`src/rtl/apb_master.sv`:
```
// APB requester: valid/ready command in, SETUP/ACCESS transfers out,
// registered one-cycle response with slave-error and wait-state timeout.
module apb_master #(
  parameter int AW      = 32,
  parameter int DW      = 32,
  parameter int TIMEOUT = 16
) (
  input  logic          pclk_m,
  input  logic          prst_m,
  input  logic          cmd_valid,
  output logic          cmd_ready,
  input  logic          cmd_write,
  input  logic [AW-1:0] cmd_addr,
  input  logic [DW-1:0] cmd_wdata,
  output logic          psel_m,
  output logic          penable_m,
  output logic          pwrite_m,
  output logic [AW-1:0] paddress_m,
  output logic [DW-1:0] pwdata_m,
  input  logic [DW-1:0] prdata_m,
  input  logic          pready_m,
  input  logic          pslverr_m,
  output logic          rsp_valid,
  output logic [DW-1:0] rsp_rdata,
  output logic          rsp_err,
  output logic          rsp_timeout
);

  localparam int CW = (TIMEOUT > 0) ? $clog2(TIMEOUT + 1) : 1;

  typedef enum logic [1:0] {
    IDLE,
    SETUP,
    ACCESS
  } state_t;

  state_t        state;
  state_t        state_nxt;
  logic [CW-1:0] wait_cnt;
  logic          in_access;
  logic          expire;
  logic          done;
  logic          hs;

  assign in_access = (state == ACCESS);

  // Expiry on the TIMEOUT-th consecutive stalled ACCESS cycle
  assign expire = (TIMEOUT != 0) && in_access && !pready_m
                  && (wait_cnt == CW'(TIMEOUT - 1));

  assign done      = in_access && (pready_m || expire);
  assign cmd_ready = prst_m && ((state == IDLE) || done);
  assign hs        = cmd_valid && cmd_ready;
  assign psel_m    = (state != IDLE);
  assign penable_m = in_access;

  always_ff @(posedge pclk_m) begin
    if (!prst_m) state <= IDLE;
    else         state <= state_nxt;
  end

  always_comb begin
    state_nxt = state;
    unique case (state)
      IDLE:    if (hs) state_nxt = SETUP;
      SETUP:   state_nxt = ACCESS;
      ACCESS:  if (done) state_nxt = hs ? SETUP : IDLE;
      default: state_nxt = IDLE;
    endcase
  end

  always_ff @(posedge pclk_m) begin
    if (!prst_m) begin
      pwrite_m    <= 1'b0;
      paddress_m  <= '0;
      pwdata_m    <= '0;
      wait_cnt    <= '0;
      rsp_valid   <= 1'b0;
      rsp_rdata   <= '0;
      rsp_err     <= 1'b0;
      rsp_timeout <= 1'b0;
    end else begin
      if (hs) begin
        pwrite_m   <= cmd_write;
        paddress_m <= cmd_addr;
        pwdata_m   <= cmd_wdata;
      end
      if (state == SETUP)
        wait_cnt <= '0;
      else if (in_access && !pready_m && (wait_cnt != '1))
        wait_cnt <= wait_cnt + 1'b1;
      rsp_valid   <= done;
      rsp_rdata   <= (done && pready_m && !pwrite_m) ? prdata_m : '0;
      rsp_err     <= done && (!pready_m || pslverr_m);
      rsp_timeout <= done && !pready_m;
    end
  end

endmodule

```
`config.mk`:
```
export PLATFORM = sky130hd
export DESIGN_NAME = apb_master
export DESIGN_NICKNAME = d
export VERILOG_FILES = /design/src/rtl/apb_master.sv
export SDC_FILE = /design/constraint.sdc
export NUM_CORES = 1
export LEC_CHECK = 0
export ABC_CLOCK_PERIOD_IN_PS = 3200
export CORE_ASPECT_RATIO = 0.7
export CORE_MARGIN = 4
export CORE_UTILIZATION = 42
export DETAILED_ROUTE_END_ITERATION = 12
export GPL_ROUTABILITY_DRIVEN = 0
export PLACE_DENSITY_LB_ADDON = 0.1
export SYNTH_ARGS = -nofsm -noshare
export SYNTH_HDL_FRONTEND = slang
export SYNTH_SLANG_ARGS = --single-unit
```
`constraint.sdc`:
```
create_clock -name pclk_m -period 3.2 [get_ports pclk_m]
set_clock_uncertainty 0.1 [all_clocks]
set_input_delay 0.32 -clock pclk_m [delete_from_list [all_inputs] [get_ports pclk_m]]
set_output_delay 0.32 -clock pclk_m [all_outputs]
set_load 0.1 [all_outputs]
```
==> results of run 1 <==
==> layout by cell type, fill, tap and decap left out, drive strengths merged, types with 2 or more instances in the layout <==
master         count
clkdlybuf4s50    200
dfxtp            107
nand2             70
nand3             67
o21ai             65
and2              33
clkbuf            13
buf                9
nor2               7
ha                 3
and3               2
inv                2
nand2b             2
a21oi              2
mux2i              2
and3b              2
==> per-layer routing <==
metal / vias to the layer above / global-route usage
met5: - / 0
met4: 0 / 0.0366
met3: 7 / 0.0833
met2: 125 / 0.343
met1: 1602 / 0.242
li1: 1732 / -
==> registers in the layout (all words and copies together), names as in the netlist <==
signal / flops
rsp_rdata: 32
rsp_err: 1
rsp_timeout: 1
paddress_m: 32
wait_cnt: 5
rsp_valid: 1
state: 2
pwrite_m: 1
pwdata_m: 32
==> Yosys cell counts (all sizes together) <==
cell,count
nand4b,1
a21boi,1
nor2,7
or3b,1
a21o,1
and3b,2
buf,17
or2,1
clkbuf,16
dfxtp,107
mux2i,2
nand3b,1
and3,2
nor2b,1
a21oi,2
ha,3
nand3,67
inv,2
nand2,70
nand2b,2
xnor2,1
and2,33
a211oi,1
o21ai,65
nor4b,1
==> cell families after synthesis <==
kind of cell             Yosys count  share of synthesized area
adder cells (fa/ha/maj)            3                    0.00983
multiplexers                       2                    0.00524
buffers and inverters             35                     0.0465
AND/OR/NAND/NOR                  189                      0.243
XOR/XNOR                           1                    0.00229
AO/OA/AOI/OAI                     70                      0.132
flip-flops                       107                      0.561
==> worst register-to-register path: cells and delay by family, from the launching register on <==
kind,cells,cell delay [ns]
AND/OR/NAND/NOR,3,1.35
adder cells (fa/ha/maj),2,0.38
flip-flops,1,0.36
AO/OA/AOI/OAI,1,0.32
==> path summary, 6_finish.rpt <==
| check | from | to | slack, ns | depth (start not counted) |
|---|---|---|---|---|
| min | pwdata_m[11]$_SDFFE_PN0P_ | pwdata_m[11]$_SDFFE_PN0P_ | 0.36 | 2 |
| max | wait_cnt[0]$_SDFFE_PP0P_ | cmd_ready | 0.35 | 6 |
| max reg2reg | wait_cnt[0]$_SDFFE_PP0P_ | pwdata_m[30]$_SDFFE_PN0P_ | 0.52 | 6 |
| min reg2reg | pwdata_m[11]$_SDFFE_PN0P_ | pwdata_m[11]$_SDFFE_PN0P_ | 0.36 | 2 |
==> area by class of cell <==
class / instances / share of cell area
clock buffer: 13 / 0.0454
clock inverter: 1 / 0.00122
inverter: 2 / 0.00122
multi-input combinational: 265 / 0.243
sequential: 107 / 0.347
tap: 120 / 0.0243
timing repair buffer: 209 / 0.337
==> power by group <==
part	internal [mW]	total [mW]	switching, mW
Clock	0.604	1.05	0.444
Combinational	0.266	0.918	0.652
Sequential	1.40	1.44	0.0354
Total	2.27	3.40	1.13
==> results.sh, run 1 <==
export IMPL_critical_path_class="flip-flop to output port"
export IMPL_area_growth_pct=61.5
export IMPL_core_area_um2=8650
export IMPL_netlist_instances=407
export IMPL_start_kind="flip-flop"
export IMPL_clock_sinks=107
export IMPL_maxSlewHeadroom=0.309
export IMPL_peakVddDrop_mv=0.398
export IMPL_grt_usage=0.201
export IMPL_dp_cells=703
export IMPL_cts_htree_levels=3
export IMPL_synth_cell_types=29
export IMPL_n_antenna_cell=0
export IMPL_grt_pass1_vias=3409
export IMPL_fin_cells=717
export IMPL_final_layout_size_suffix_gt1_frac=0.112
export IMPL_io_buffer_count=204
export IMPL_worst_pin_slew_ns=1.03
export IMPL_ys_top_cells_by_area="dfxtp_1 56%, o21ai_2 8.9%, nand3_1 8.8%"
export IMPL_first_pass_iters=7
export IMPL_pre_cts_slack_ns=0.529
export IMPL_clkTransAtPathRegs_ns=0.06
export IMPL_ant_nets=0
export IMPL_total_leakage_power_nw=2.32
export IMPL_fin_crit_sh=0.892
export IMPL_placed_cell_area_um2=5880
export IMPL_wl_per_cell_um=15.4
export IMPL_viasPerCell=4.83
export IMPL_cts_hold_buf=0
export IMPL_cp_end_kind="output port"
export IMPL_ys_warnings_count=0
export IMPL_start_util=0.441
export IMPL_wl_met3_um=980
export IMPL_grt_max_degree=73
export IMPL_syn_area_um2=3820
export IMPL_rsz0062_at_grt="false"
export IMPL_wl_met2_um=5420
export IMPL_dr_first_iter_drc_count=263
export IMPL_cp_cell_sequence="ha_1 > and3_1 > ha_1 > or3b_2 > and3b_1 > buf_12"
export IMPL_cp_buffers_inverters=1
export IMPL_status="completed"
export IMPL_rows=28
export IMPL_tns_ns=0
export IMPL_cts_tree="built"
export IMPL_antenna_found_initial=0
export IMPL_synth_top_area_share=0.561
export IMPL_drv_slew=0
export IMPL_grt_pass1_wl_um=17000
export IMPL_die_x_um=122
export IMPL_io_pins=205
export IMPL_hold_violations=0
export IMPL_postLayoutSetupSlackWorst_ns=0.345
export IMPL_total_power_mw=3.40
export IMPL_seq_area_um2=2140
export IMPL_fmax_mhz=350
export IMPL_grt_overflow_total=0
export IMPL_worstPathRequired_ns=2.78
export IMPL_drv_cap=0
export IMPL_cts_buffers=9
export IMPL_cts_root_buffer="clkbuf_16"
export IMPL_cts_buffer_depth=2
export IMPL_synth_nets=512
export IMPL_cts_setup_buffers=0
export IMPL_power_density_nw_per_um2=552
export IMPL_min_path_type="flip-flop to flip-flop"
export IMPL_stdcell_area_um2=6170
export IMPL_period_needed_ns=2.85
export IMPL_multi_input_area_um2=1500
export IMPL_dieArea_um2=10700
export IMPL_totalWireLength_um=11000
export IMPL_syn_avg_cell_area_um2=9.38
export IMPL_yosys_area_top_type="dfxtp_1"
export IMPL_setup_viol=0
export IMPL_die_h_um=87.8
export IMPL_drc=0
export IMPL_clk_latency_ns=0.34
export IMPL_timing_hold_ws_ns=0.357
export IMPL_top_layer_used="met4"
export IMPL_fin_nets=699
export IMPL_crit_fanout=17
export IMPL_ys_seq_area_frac=0.561
export IMPL_slowest_stage="or3b_2"
export IMPL_final_util=0.713
export IMPL_wl_met1_um=4560
export IMPL_cts_resized=0
export IMPL_nFillCells=686
export IMPL_dp_hpwl_um=7820
export IMPL_ys_seq_elements=107
export IMPL_cp_top_family="simple AND/OR/NAND/NOR gates"
export IMPL_cp_common_cell="ha_1"
export IMPL_via_count=3466
export IMPL_cpPeakStageDelay_ns=0.66
export IMPL_worstPathArrival_ns=2.43
No activity file was read; power rests on OpenSTA's default activity.
==> run 2: changes to the inputs <==
--- a/config.mk
+++ b/config.mk
@@ -12,6 +12,7 @@
 export DETAILED_ROUTE_END_ITERATION = 12
 export GPL_ROUTABILITY_DRIVEN = 0
 export PLACE_DENSITY_LB_ADDON = 0.1
+export SLEW_MARGIN = 10
 export SYNTH_ARGS = -nofsm -noshare
 export SYNTH_HDL_FRONTEND = slang
 export SYNTH_SLANG_ARGS = --single-unit
==> results of run 2 <==
Final layout, timing and power as in run 1 (identical DEF).
==> run 3: changes to the inputs <==
--- a/config.mk
+++ b/config.mk
@@ -6,6 +6,7 @@
 export NUM_CORES = 1
 export LEC_CHECK = 0
 export ABC_CLOCK_PERIOD_IN_PS = 3200
+export CAP_MARGIN = 20
 export CORE_ASPECT_RATIO = 0.7
 export CORE_MARGIN = 4
 export CORE_UTILIZATION = 42
==> results of run 3 <==
Final layout, timing and power as in run 1 (identical DEF).
